<file path="config.mk">
export PLATFORM = sky130hd
export DESIGN_NAME = serial_operand_tx_flat
export DESIGN_NICKNAME = d
export VERILOG_FILES = /design/src/rtl/serial_operand_tx_if.sv /design/src/rtl/serial_operand_tx.sv /design/src/flat_wrapper.sv
export SDC_FILE = /design/constraint.sdc
export NUM_CORES = 1
export LEC_CHECK = 0
export BUFFER_PORTS_ARGS = -buffer_cell sky130_fd_sc_hd__buf_4
export CAP_MARGIN = 20
export CELL_PAD_IN_SITES_DETAIL_PLACEMENT = 0
export CELL_PAD_IN_SITES_GLOBAL_PLACEMENT = 2
export CORE_MARGIN = 3
export CORE_UTILIZATION = 40
export DETAILED_ROUTE_END_ITERATION = 8
export PLACE_DENSITY = 0.81
export SLEW_MARGIN = 15
export SYNTH_ARGS = -nofsm -noshare
export SYNTH_HDL_FRONTEND = slang
export SYNTH_SLANG_ARGS = --single-unit
export TNS_END_PERCENT = 100
</file>
<file path="constraint.sdc">
create_clock -name clk_i -period 5 [get_ports clk_i]
set_input_delay 1 -clock clk_i [delete_from_list [all_inputs] [get_ports clk_i]]
set_output_delay 1 -clock clk_i [all_outputs]
set_load 0.005 [all_outputs]
</file>
<file path="src/rtl/serial_operand_tx_if.sv">
// Operand-pair handshake plus serial frame bus between a producer and the bit-serial transmitter.
// Latency: none; this is pure wiring.
// Backpressure: in_ready from the transmitter holds the producer; serial side has no backpressure.
interface serial_operand_tx_if #(
    parameter int WIDTH = 4
);
    logic             in_valid;
    logic             in_ready;
    logic [WIDTH-1:0] in_a;
    logic [WIDTH-1:0] in_b;
    logic             ser_a;
    logic             ser_b;
    logic             ser_valid;
    logic             ser_first;
    logic             ser_last;
    logic             busy;

    // Producer / observer side.
    modport master (
        output in_valid, in_a, in_b,
        input  in_ready, ser_a, ser_b, ser_valid, ser_first, ser_last, busy
    );

    // Transmitter side.
    modport slave (
        input  in_valid, in_a, in_b,
        output in_ready, ser_a, ser_b, ser_valid, ser_first, ser_last, busy
    );
endinterface

</file>
<file path="src/rtl/serial_operand_tx.sv">
// Shifts a held pair of WIDTH-bit operands out LSB-first on two serial lines with first/last strobes.
// Latency: accept at edge N, load at N+1, bit k on the lines in the cycle after edge N+1+k.
// Backpressure: one-entry holding register; in_ready = !hold_full, registered, so the next pair queues during a frame.
module serial_operand_tx #(
    parameter int WIDTH = 4,
    parameter int GAP   = 1
) (
    input  logic                 clk_i,
    input  logic                 rst_ni,
    serial_operand_tx_if.slave   bus
);
    localparam int CW = (WIDTH > 1) ? $clog2(WIDTH) : 1;
    localparam logic [CW-1:0] LAST_BIT = CW'(WIDTH - 1);
    localparam logic [3:0]    GAP_INIT = (GAP > 0) ? 4'(GAP - 1) : 4'd0;

    typedef enum logic [1:0] {
        S_IDLE  = 2'd0,
        S_SHIFT = 2'd1,
        S_GAP   = 2'd2
    } state_t;

    state_t           state_q, state_d;
    logic [WIDTH-1:0] sh_a_q, sh_a_d;
    logic [WIDTH-1:0] sh_b_q, sh_b_d;
    logic [CW-1:0]    bit_cnt_q, bit_cnt_d;
    logic [3:0]       gap_cnt_q, gap_cnt_d;
    logic [WIDTH-1:0] hold_a_q, hold_b_q;
    logic             hold_full_q;
    logic             load;
    logic             accept;
    logic             shifting;

    // in_ready is a pure decode of the holding flag, so no path from in_valid exists
    // and an accept can never coincide with the load that empties the register.
    assign accept = bus.in_valid && !hold_full_q;

    // Next-state: frame sequencing and shift-register update.
    always_comb begin
        state_d   = state_q;
        sh_a_d    = sh_a_q;
        sh_b_d    = sh_b_q;
        bit_cnt_d = bit_cnt_q;
        gap_cnt_d = gap_cnt_q;
        load      = 1'b0;
        case (state_q)
            S_IDLE: begin
                if (hold_full_q) begin
                    load    = 1'b1;
                    state_d = S_SHIFT;
                end
            end
            S_SHIFT: begin
                sh_a_d    = sh_a_q >> 1;
                sh_b_d    = sh_b_q >> 1;
                bit_cnt_d = bit_cnt_q + 1'b1;
                if (bit_cnt_q == LAST_BIT) begin
                    if (GAP > 0) begin
                        state_d   = S_GAP;
                        gap_cnt_d = GAP_INIT;
                    end else if (hold_full_q) begin
                        // Back-to-back frame: reload without leaving SHIFT.
                        load = 1'b1;
                    end else begin
                        state_d = S_IDLE;
                    end
                end
            end
            S_GAP: begin
                if (gap_cnt_q == 4'd0) begin
                    if (hold_full_q) begin
                        load    = 1'b1;
                        state_d = S_SHIFT;
                    end else begin
                        state_d = S_IDLE;
                    end
                end else begin
                    gap_cnt_d = gap_cnt_q - 4'd1;
                end
            end
            default: begin
                state_d = S_IDLE;
            end
        endcase
        if (load) begin
            sh_a_d    = hold_a_q;
            sh_b_d    = hold_b_q;
            bit_cnt_d = '0;
        end
    end

    // State, shift registers and counters.
    always_ff @(posedge clk_i or negedge rst_ni) begin
        if (!rst_ni) begin
            state_q   <= S_IDLE;
            sh_a_q    <= '0;
            sh_b_q    <= '0;
            bit_cnt_q <= '0;
            gap_cnt_q <= '0;
        end else begin
            state_q   <= state_d;
            sh_a_q    <= sh_a_d;
            sh_b_q    <= sh_b_d;
            bit_cnt_q <= bit_cnt_d;
            gap_cnt_q <= gap_cnt_d;
        end
    end

    // Holding register: filled on accept, emptied by load (the two never overlap).
    always_ff @(posedge clk_i or negedge rst_ni) begin
        if (!rst_ni) begin
            hold_a_q    <= '0;
            hold_b_q    <= '0;
            hold_full_q <= 1'b0;
        end else if (load) begin
            hold_full_q <= 1'b0;
        end else if (accept) begin
            hold_a_q    <= bus.in_a;
            hold_b_q    <= bus.in_b;
            hold_full_q <= 1'b1;
        end
    end

    // All outputs decode registered state only, so they are glitch-free and
    // drop to their reset values as soon as reset asserts.
    assign shifting      = (state_q == S_SHIFT);
    assign bus.in_ready  = !hold_full_q;
    assign bus.busy      = (state_q != S_IDLE) || hold_full_q;
    assign bus.ser_valid = shifting;
    assign bus.ser_a     = shifting && sh_a_q[0];
    assign bus.ser_b     = shifting && sh_b_q[0];
    assign bus.ser_first = shifting && (bit_cnt_q == '0);
    assign bus.ser_last  = shifting && (bit_cnt_q == LAST_BIT);
endmodule
</file>
<file path="src/flat_wrapper.sv">
// flat-port wrapper written by rule: the top's interface ports become plain ports
module serial_operand_tx_flat 
#(
    parameter int WIDTH = 4,
    parameter int GAP   = 1
)
  (clk_i, rst_ni, bus_in_valid, bus_in_a, bus_in_b, bus_in_ready, bus_ser_a, bus_ser_b, bus_ser_valid, bus_ser_first, bus_ser_last, bus_busy);
  serial_operand_tx_if #(.WIDTH(WIDTH)) bus_i ();
  input  logic clk_i;
  input  logic rst_ni;
  input wire logic [$bits(bus_i.in_valid)-1:0] bus_in_valid;
  input wire logic [$bits(bus_i.in_a)-1:0] bus_in_a;
  input wire logic [$bits(bus_i.in_b)-1:0] bus_in_b;
  output wire logic [$bits(bus_i.in_ready)-1:0] bus_in_ready;
  output wire logic [$bits(bus_i.ser_a)-1:0] bus_ser_a;
  output wire logic [$bits(bus_i.ser_b)-1:0] bus_ser_b;
  output wire logic [$bits(bus_i.ser_valid)-1:0] bus_ser_valid;
  output wire logic [$bits(bus_i.ser_first)-1:0] bus_ser_first;
  output wire logic [$bits(bus_i.ser_last)-1:0] bus_ser_last;
  output wire logic [$bits(bus_i.busy)-1:0] bus_busy;
  assign bus_i.in_valid = bus_in_valid;
  assign bus_i.in_a = bus_in_a;
  assign bus_i.in_b = bus_in_b;
  assign bus_in_ready = bus_i.in_ready;
  assign bus_ser_a = bus_i.ser_a;
  assign bus_ser_b = bus_i.ser_b;
  assign bus_ser_valid = bus_i.ser_valid;
  assign bus_ser_first = bus_i.ser_first;
  assign bus_ser_last = bus_i.ser_last;
  assign bus_busy = bus_i.busy;
  serial_operand_tx #(.WIDTH(WIDTH), .GAP(GAP)) u_core (.clk_i(clk_i), .rst_ni(rst_ni), .bus(bus_i));
endmodule
</file>
Yosys cells after proc, flatten, opt, wreduce, memory -nomap -nowiden
Index checks and enable logic that the tools add are counted.
{"block": "totals", "reg_bits": 25, "input_bits": 11, "output_inout_bits": 7}
{"block": "op_classes", "addsub": 2, "muxes": 19, "n_eq_ne": 7, "reduce_logical": 17, "bitwise_logic": 1}
{"op": "4-bit 2-to-1 mux", "n": 6}
{"op": "2-bit 2-to-1 mux", "n": 5}
{"op": "4-bit case mux with 2 select lines", "n": 1}
{"op": "2-bit nonzero test", "n": 4}
{"op": "2-bit case mux with 3 select lines", "n": 1}
{"op": "3-bit AND reduction", "n": 2}
{"op": "1-bit logical AND", "n": 5}
{"op": "1-bit 2-to-1 mux", "n": 5}
{"op": "2-bit == test, second input constant", "n": 2}
{"op": "2-bit logical NOT", "n": 2}
{"op": "4-bit logical NOT", "n": 1}
{"op": "2-bit by 1-bit inequality test with 1-bit output, second input constant", "n": 2}
{"op": "2-bit inequality test, second input constant", "n": 2}
{"op": "4-bit by 1-bit subtractor with 4-bit output, second input constant", "n": 1}
{"op": "2-bit by 1-bit adder with 2-bit output, second input constant", "n": 1}
{"op": "2-bit by 1-bit == test with 1-bit output, second input constant", "n": 1}
{"op": "1-bit case mux with 2 select lines", "n": 1}
{"op": "2-bit AND reduction", "n": 1}
{"op": "1-bit logical NOT", "n": 1}
{"op": "1-bit logical OR", "n": 1}
{"op": "1-bit inverter", "n": 1}

Logic depth before layout (Yosys ltp)
Gate-level depths: netlist of run 1.
{"block": "depth", "depth_word": 5, "mapped_depth": 7, "ltp_nobuf": 5}

Worst setup path before layout of run 1
No wires, ideal clock.
{"block": "synth_path", "path_kind": "register to output", "startpoint": "register u_core.state_q[1]", "endpoint": "output bus_ser_a", "slack_ns": 2.753, "n_path_buf": 2, "t_arrival_ns": 1.247, "stages_incl_launch_ff": 6, "required_ns": 4.000, "cell_sequence": "dfrtp_1 inv_1 ha_1 buf_2 clkbuf_1 and2_1"}
{"block": "synth_via", "elab_chain_cells": 2}
{"item": "from (decl)", "line_no": "serial_operand_tx.sv:22", "source": "state_t state_q, state_d;"}
{"item": "from (signal assigned)", "line_no": "serial_operand_tx.sv:100", "source": "state_q <= state_d;"}
{"item": "2-bit by 1-bit == test with 1-bit output", "line_no": "serial_operand_tx.sv:125", "source": "assign shifting = (state_q == S_SHIFT);"}
{"item": "via bus_ser_valid", "line_no": "flat_wrapper.sv:17", "source": "output wire logic [$bits(bus_i.ser_valid)-1:0] bus_ser_valid;"}
{"item": "1-bit logical AND", "line_no": "serial_operand_tx.sv:129", "source": "assign bus.ser_a = shifting && sh_a_q[0];"}
{"item": "to (decl)", "line_no": "flat_wrapper.sv:15", "source": "output wire logic [$bits(bus_i.ser_a)-1:0] bus_ser_a;"}
The timed path passes the listed nets, and every way through them passes these cells.

Worst setup path in the final report of run 1
{"block": "layout_path", "startpoint": "register u_core.state_q[1]", "endpoint": "output bus_ser_last"}
{"block": "layout_via", "elab_chain_cells": 2}
{"item": "2-bit by 1-bit == test with 1-bit output", "line_no": "serial_operand_tx.sv:125"}
{"item": "1-bit logical AND", "line_no": "serial_operand_tx.sv:132", "source": "assign bus.ser_last = shifting && (bit_cnt_q == LAST_BIT);"}
{"item": "to (decl)", "line_no": "flat_wrapper.sv:19", "source": "output wire logic [$bits(bus_i.ser_last)-1:0] bus_ser_last;"}
No other way between the ends.

==> reports/metrics.yaml, run 1 <==
drt_pass1_iterations: 4
yosysMostFrequentCell: "dfrtp_1"
synthAdderAreaFrac: 0.06790
r2r_cells: 5
wire_per_inst_um: 12.80
hold_buffers: 0
min_to: "u_core.hold_b_q[3]$_DFFE_PN0P_"
clk_latency_ns: 0.32
core_area_um2: 2900
die_x_um: 62.79
dieArea_um2: 3943
fp.dieH_um: 62.79
clock-sinks: 25
skew_ns: 0.002375
cp_num_buf_inv: 2
num_rows: 19
synth-edff-count: 0
path_clk_slew_ns: 0.14
critPathRequiredTime_ns: 4.00
synth_top_cell_area_share: 0.4850
synth_area_um2: 1290
synth_top_family_by_area: "multiplexers"
cp_top_family: "adder cells"
gp_congestion: 0.6866
grtUsageTotal: 0.1176
slew_viol_final: 0
syn_inst: 103
synth-simple-area-share: 0.1115
fin_area_um2: 1486
start_util: 0.4448
setup-tns-final_ns: 0
n_antenna_cell: 0
setup_ws_ns: 2.277
rsz0062_at_grt: "no"
cts_max_level: 1
numPortBuffers: 17
cts_tree: "built"
status: "complete, no violations"
vdd_drop_max_mv: 0.2387
crit_fanout: 18
yosys.cell_types.count: 29
synth-seq-area-share: 0.4850
synthTopCellsByCount: "25 x dfrtp_1, 24 x mux2_2, 9 x inv_1"
finalNetCount: 140
drcViolationCount: 0
viasPerCell: 5.129
ant_nets: 0
drive_gt1_frac: 0.4050
wirelength_um: 2086
ys_top_cells_by_area: "dfrtp_1 48%, mux2_2 21%, ha_1 6.8%"
r2r_start: "u_core.state_q[1]$_DFFE_PN0P_"
max_stage_delay_ns: 0.55
grt.overflow.total: 0
relSlewSlack: 0.4591
post_cts_buffers: 0
setup_violations: 0
place_inst: 159
worstMarginPinSlew_ns: 0.8097
period_share: 0.5447
syn_to_final_growth_pct: 15.23
synth_flop_cell: "dfrtp_1"
power.density_nw_per_um2: 587.9
synth_nets: 121
worstSetupPathType: "flip-flop to primary output"
synth_compound_area_frac: 0.08244
num_vias: 836
drt_iter0_markers: 18
final_hold_viol_count: 0
critPathArrivalTime_ns: 1.72
ys_ff_latch: 25
ios: 18
synth-xor-area-share: 0.006790
clockRootBuffer: "clkbuf_4"
placed_area_um2: 1456
grt_pass1_wl_um: 3698
hpwl_um: 1555
cp_slowest_cell: "ha_1"
power_w: 0.0008738
cts_buffer_depth: 2
crit_path_start_kind: "flip-flop"
whs_path_depth: 1
finalNonFillerCells: 163
grt_pass1_vias: 868
min_from: "u_core.hold_b_q[3]$_DFFE_PN0P_"
end_kind: "primary output"
ys_async_sr_fraction: 1.000
max_freq_mhz: 367.2
rr_endpoint: "u_core.gap_cnt_q[0]$_DFFE_PN0P_"
rrSetupSlack_ns: 2.93
cts_resized: 0
netlist.top_cell.by_area: "dfrtp_1"
grt_max_degree: 26
synth_mux_area_frac: 0.2095
leakagePower_nw: 0.6857
yosysWarnings: 0
synth.avg_cell_area_um2: 12.52
antenna_found_initial: 0
finalCriticalPeriod_ns: 2.723
hold_class: "flip-flop to flip-flop"
dp_slack_ns: 2.602
path_cells: "inv_1 -> ha_1 -> and2_1 -> buf_4"
cap_violations: 0
cts_buffers: 3
-- state kept, by name, summed over array words and instances, names as in the netlist --
register and flops:
u_core.bit_cnt_q 2, u_core.gap_cnt_q 4, u_core.hold_full_q 1, u_core.sh_b_q 4
u_core.sh_a_q 4, u_core.hold_a_q 4, u_core.hold_b_q 4, u_core.state_q 2
-- report_power, final --
group          total [W]  internal, W  switching [W]
clock          0.0000938    0.0000306      0.0000632
combinational   0.000444     0.000254       0.000190
sequential      0.000336     0.000287      0.0000491
total           0.000874     0.000572       0.000302
-- cells in the final DEF, fill, tap and decap left out, types with 2 or more instances in the layout --
cell | synthesis | routed
dfrtp_1 | 25 | 25
mux2_2 | 24 | 24
buf_4 | 0 | 17
inv_1 | 9 | 9
ha_1 | 7 | 7
and2_1 | 6 | 6
nor2b_1 | 3 | 3
o211ai_1 | 3 | 3
clkbuf_4 | 0 | 3
nand2b_1 | 2 | 2
o21ai_0 | 2 | 2
nor2_1 | 2 | 2
-- layout make-up --
type	count	area, um^2
clock buffer	3	22.52
multi-input combinational	66	616.8
tap	42	52.55
inverter	9	33.78
sequential	25	625.6
timing repair buffer	17	127.6
fill	269	1414
clock inverter	1	7.507
-- logic make-up (layout without fill, tap and decap cells) --
| logic type | after synthesis | in the layout |
|---|---|---|
| AO/OA/AOI/OAI | 13 | 13 |
| XOR/XNOR | 1 | 1 |
| adder cells (fa/ha/maj) | 7 | 7 |
| buffers and inverters | 12 | 30 |
| flip-flops | 25 | 25 |
| multiplexers | 24 | 24 |
| AND/OR/NAND/NOR | 21 | 21 |
-- worst max-delay path by stage --
stage / start / endpoint / slack, ns / cells after the start
after floorplan: u_core.state_q[1]$_DFFE_PN0P_ / bus_ser_a / 2.75 / 5
after global placement: u_core.state_q[1]$_DFFE_PN0P_ / bus_ser_b / 2.65 / 4
after detailed placement: u_core.state_q[1]$_DFFE_PN0P_ / bus_ser_a / 2.60 / 4
after CTS: u_core.state_q[1]$_DFFE_PN0P_ / bus_ser_a / 2.23 / 4
after global routing: u_core.state_q[1]$_DFFE_PN0P_ / bus_ser_last / 2.12 / 4
final: u_core.state_q[1]$_DFFE_PN0P_ / bus_ser_last / 2.28 / 4
-- routing by layer --
layer	vias to the layer above	GRT usage	wire [um]
met4	0	0.06061	20
met3	2	0.02158	108
met5	-	0	0
li1	399	-	-
met2	20	0.2051	1046
met1	415	0.1368	911
-- stage by stage --
step | util | hold WS (ns)
floorplan | - | 0.4766
global placement | 0.5022 | 0.4854
detailed placement | 0.5022 | 0.4922
CTS | 0.5125 | 0.5249
global route | 0.5125 | 0.5479
finish | 0.5125 | 0.5208
Power figures use the tool's default switching activity.
==> run 2, diff against run 1 <==
Settings changed: ABC_AREA set to 1, CORE_UTILIZATION 40 to 34, PLACE_DENSITY 0.81 to 0.78.
Clock period 5 ns to 2.59 ns, I/O delays scaled along.
==> run 2 against run 1 <==
- combinational power increased by 140%
- non-clock buffer count rose by 1
- worst hold slack lost 0.40 ns
- critical path type unchanged
- critical endpoint is now bus_ser_a
- largest power group unchanged
==> reports/metrics.yaml, run 2 <==
power_w: 0.002001  # was 0.0008738 W
drt_pass1_iterations: 4  # unchanged
max_stage_delay_ns: 0.43  # was 0.55 ns
clockPowerShare: 0.123  # was 0.107
ys_ff_latch: 25  # unchanged
rsz0062_at_grt: "no"  # unchanged
synthTopCellsByCount: "41 x nand2_1, 25 x dfrtp_1, 22 x inv_1"  # was 25 x dfrtp_1, 24 x mux2_2, 9 x inv_1
ant_nets: 0  # unchanged
syn_inst: 163  # was 103
n_fill_cell: 420  # was 269
period_share: 0.7333
cts_max_level: 1  # unchanged
hold_class: "primary input to asynchronous set/reset pin"  # was flip-flop to flip-flop
power_frac_comb: 0.531  # was 0.508
synth_mux_area_frac: 0.01619  # was 0.2095
ys_async_sr_fraction: 1.000  # unchanged
die_x_um: 69.97  # was 62.79 um
synth-xor-area-share: 0.01259  # was 0.006790
worstMarginPinSlew_ns: 0.5076  # was 0.8097 ns
clock-sinks: 25  # unchanged
grt_pass1_wl_um: 5161  # was 3698 um
ys_top_cells_by_area: "dfrtp_1 45%, nand2_1 11%, ha_1 6.3%"  # was dfrtp_1 48%, mux2_2 21%, ha_1 6.8%
numPortBuffers: 17  # unchanged
place_inst: 223  # was 159
synth-edff-count: 0  # unchanged
status: "complete, no violations"  # unchanged
synth_compound_area_frac: 0.06385  # was 0.08244
synth-seq-area-share: 0.4496  # was 0.4850
yosysWarnings: 0  # unchanged
critPathArrivalTime_ns: 1.38  # was 1.72 ns
skew_ns: 0.007836  # was 0.002375 ns
grt_pass1_vias: 1097  # was 868
setup_violations: 0  # unchanged
syn_to_final_growth_pct: 13.94  # was 15.23%
yosys.cell_types.count: 24  # was 29
start_util: 0.3663  # was 0.4448
finalNetCount: 198  # was 140
crit_path_start_kind: "flip-flop"  # unchanged
synth.avg_cell_area_um2: 8.536  # was 12.52 um^2
finalCriticalPeriod_ns: 1.899
cts_tree: "built"  # unchanged
drcViolationCount: 0  # unchanged
antenna_found_initial: 0  # unchanged
vdd_drop_max_mv: 0.4453  # was 0.2387 mV
synth-simple-area-share: 0.2968  # was 0.1115
final_hold_viol_count: 0  # unchanged
leakagePower_nw: 0.8378  # was 0.6857 nW
gp_congestion: 0.7256  # was 0.6866
synthAdderAreaFrac: 0.06295  # was 0.06790
cap_violations: 0  # unchanged
final_common_cell: "nand2_1"  # was dfrtp_1
hold_buffers: 0  # unchanged
cts_buffers: 3  # unchanged
path_cells: "inv_1 -> ha_1 -> buf_4 -> nand2_1 -> inv_1 -> buf_4"  # was inv_1 -> ha_1 -> and2_1 -> buf_4
internal_power_w: 0.001106  # was 0.0005718 W
crit_fanout: 17  # was 18
grt_max_degree: 26  # unchanged
end_kind: "primary output"  # unchanged
synth_top_family_by_area: "simple AND/OR/NAND/NOR gates"  # was multiplexers
wirelength_um: 2877  # was 2086 um
clk_latency_ns: 0.28  # was 0.32 ns
cts_buffer_depth: 2  # unchanged
critPathRequiredTime_ns: 2.07  # was 4.00 ns
n_antenna_cell: 0  # unchanged
finalNonFillerCells: 227  # was 163
post_cts_buffers: 0  # unchanged
drive_gt1_frac: 0.2067  # was 0.4050
clockRootBuffer: "clkbuf_8"  # was clkbuf_4
worstSetupPathType: "flip-flop to primary output"  # unchanged
ios: 18  # unchanged
yosysMostFrequentCell: "nand2_1"  # was dfrtp_1
path_clk_slew_ns: 0.10  # was 0.14 ns
num_rows: 22  # was 19
relSlewSlack: 0.6608  # was 0.4591
synth_flop_cell: "dfrtp_1"  # unchanged
core_area_um2: 3799  # was 2900 um^2
cts_resized: 0  # unchanged
setup-tns-final_ns: 0  # unchanged
cp_top_family: "buffers and inverters"  # was adder cells
netlist.top_cell.by_area: "dfrtp_1"  # unchanged
wire_per_inst_um: 12.67  # was 12.80 um
synth_nets: 181  # was 121
num_vias: 1065  # was 836
drt_iter0_markers: 61  # was 18
hpwl_um: 2095  # was 1555 um
layout_common_cells: "41 x nand2_1, 25 x dfrtp_1, 22 x inv_1, 18 x buf_4, 12 x nand3_1"  # was 25 x dfrtp_1, 24 x mux2_2, 17 x buf_4, 9 x inv_1, 7 x ha_1
dieArea_um2: 4896  # was 3943 um^2
grtUsageTotal: 0.1301  # was 0.1176
slew_viol_final: 0  # unchanged
max_freq_mhz: 526.5
synth_top_cell_area_share: 0.4496  # was 0.4850
power_frac_seq: 0.346  # was 0.384
cp_slowest_cell: "dfrtp_1"  # was ha_1
p_sw_frac: 0.4472  # was 0.3456
p_sw_w: 0.0008950  # was 0.0003020 W
cp_num_buf_inv: 4  # was 2
grt.overflow.total: 0  # unchanged
power.density_nw_per_um2: 1262  # was 587.9 nW/um^2
fp.dieH_um: 69.97  # was 62.79 um
synth_area_um2: 1391  # was 1290 um^2
viasPerCell: 4.692  # was 5.129
## run 2: cell count changes in the layout (fill, tap and decap cells not counted), sizes merged, moves of 6 or more
cell and change:
nand2 +44, mux2 -22, nand3 +17, inv +13
nor2 +9, a21oi +7, nand4 +7, and2 -6
## run 2: final cells by class
class | count | area (um^2) | area share
clock buffer | 3 | 41.29 | 0.02605
multi-input combinational | 109 | 629.4 | 0.3970
clock inverter | 1 | 7.507 | 0.004736
tap | 48 | 60.06 | 0.03788
inverter | 23 | 86.33 | 0.05446
sequential | 25 | 625.6 | 0.3946
timing repair buffer | 18 | 135.1 | 0.08524
## run 2: path summary, 6_finish.rpt
kind	slack, ns	cells after the start	endpoint	start
worst max-delay path	0.69	6	bus_ser_a	u_core.state_q[1]$_DFFE_PN0P_
worst max register to register	0.99	6	u_core.sh_a_q[3]$_DFFE_PN0P_	u_core.state_q[0]$_DFFE_PN0P_
min in group clk_i	0.46	2	u_core.hold_b_q[3]$_DFFE_PN0P_	bus_in_b[3]
max in group asynchronous	2.21	1	u_core.gap_cnt_q[2]$_DFFE_PN0P_	rst_ni
worst min-delay path	0.13	1	u_core.sh_a_q[0]$_DFFE_PN0P_	rst_ni
worst min register to register	0.49	2	u_core.sh_b_q[3]$_DFFE_PN0P_	u_core.hold_b_q[3]$_DFFE_PN0P_
## run 2: stage by stage
stage,instance area [um^2],hold slack (ns),worst slack [ns],util
after CTS,1585,0.1397,0.6628,0.4173
after global placement,1536,0.4490,0.9920,0.4045
final,1585,0.1255,0.6908,0.4173
after floorplan,1391,0.2224,1.013,-
after detailed placement,1536,0.4476,0.9767,0.4045
after global routing,1585,0.1380,0.5467,0.4173
## run 2: power by group through the flow
stage / logic [W] / registers (W) / clock network [W]
after floorplan: 0.000865 / 0.000656 / 0
after CTS: 0.00108 / 0.000694 / 0.000255
after global routing: 0.00124 / 0.000716 / 0.000278
final: 0.00106 / 0.000692 / 0.000247
after detailed placement: 0.00107 / 0.000702 / 0
after global placement: 0.00105 / 0.000693 / 0
## run 2: layer usage
metal	GRT usage	vias up	wire length [um]
met2	0.1931	23	1267
met3	0.01871	5	105
li1	-	549	-
met5	0	-	0
met4	0.05957	0	53
met1	0.1859	488	1451
## run 2: worst reg2reg max path, stage by stage (launching register included)
cell and delay, ns:
dfrtp_1 0.40, inv_1 0.08, ha_1 0.25, nand2_1 0.41
nand2_1 0.22, nand2_1 0.10, nand2_1 0.05
## run 2: cells by family after synthesis
family                     Yosys count
muxes                                2
DFF                                 25
adders and majority gates            7
buffers and inverters               29
and+or+nand+nor                     82
AOI/OAI and AO/OA                   16
xor gates and xnor gates             2
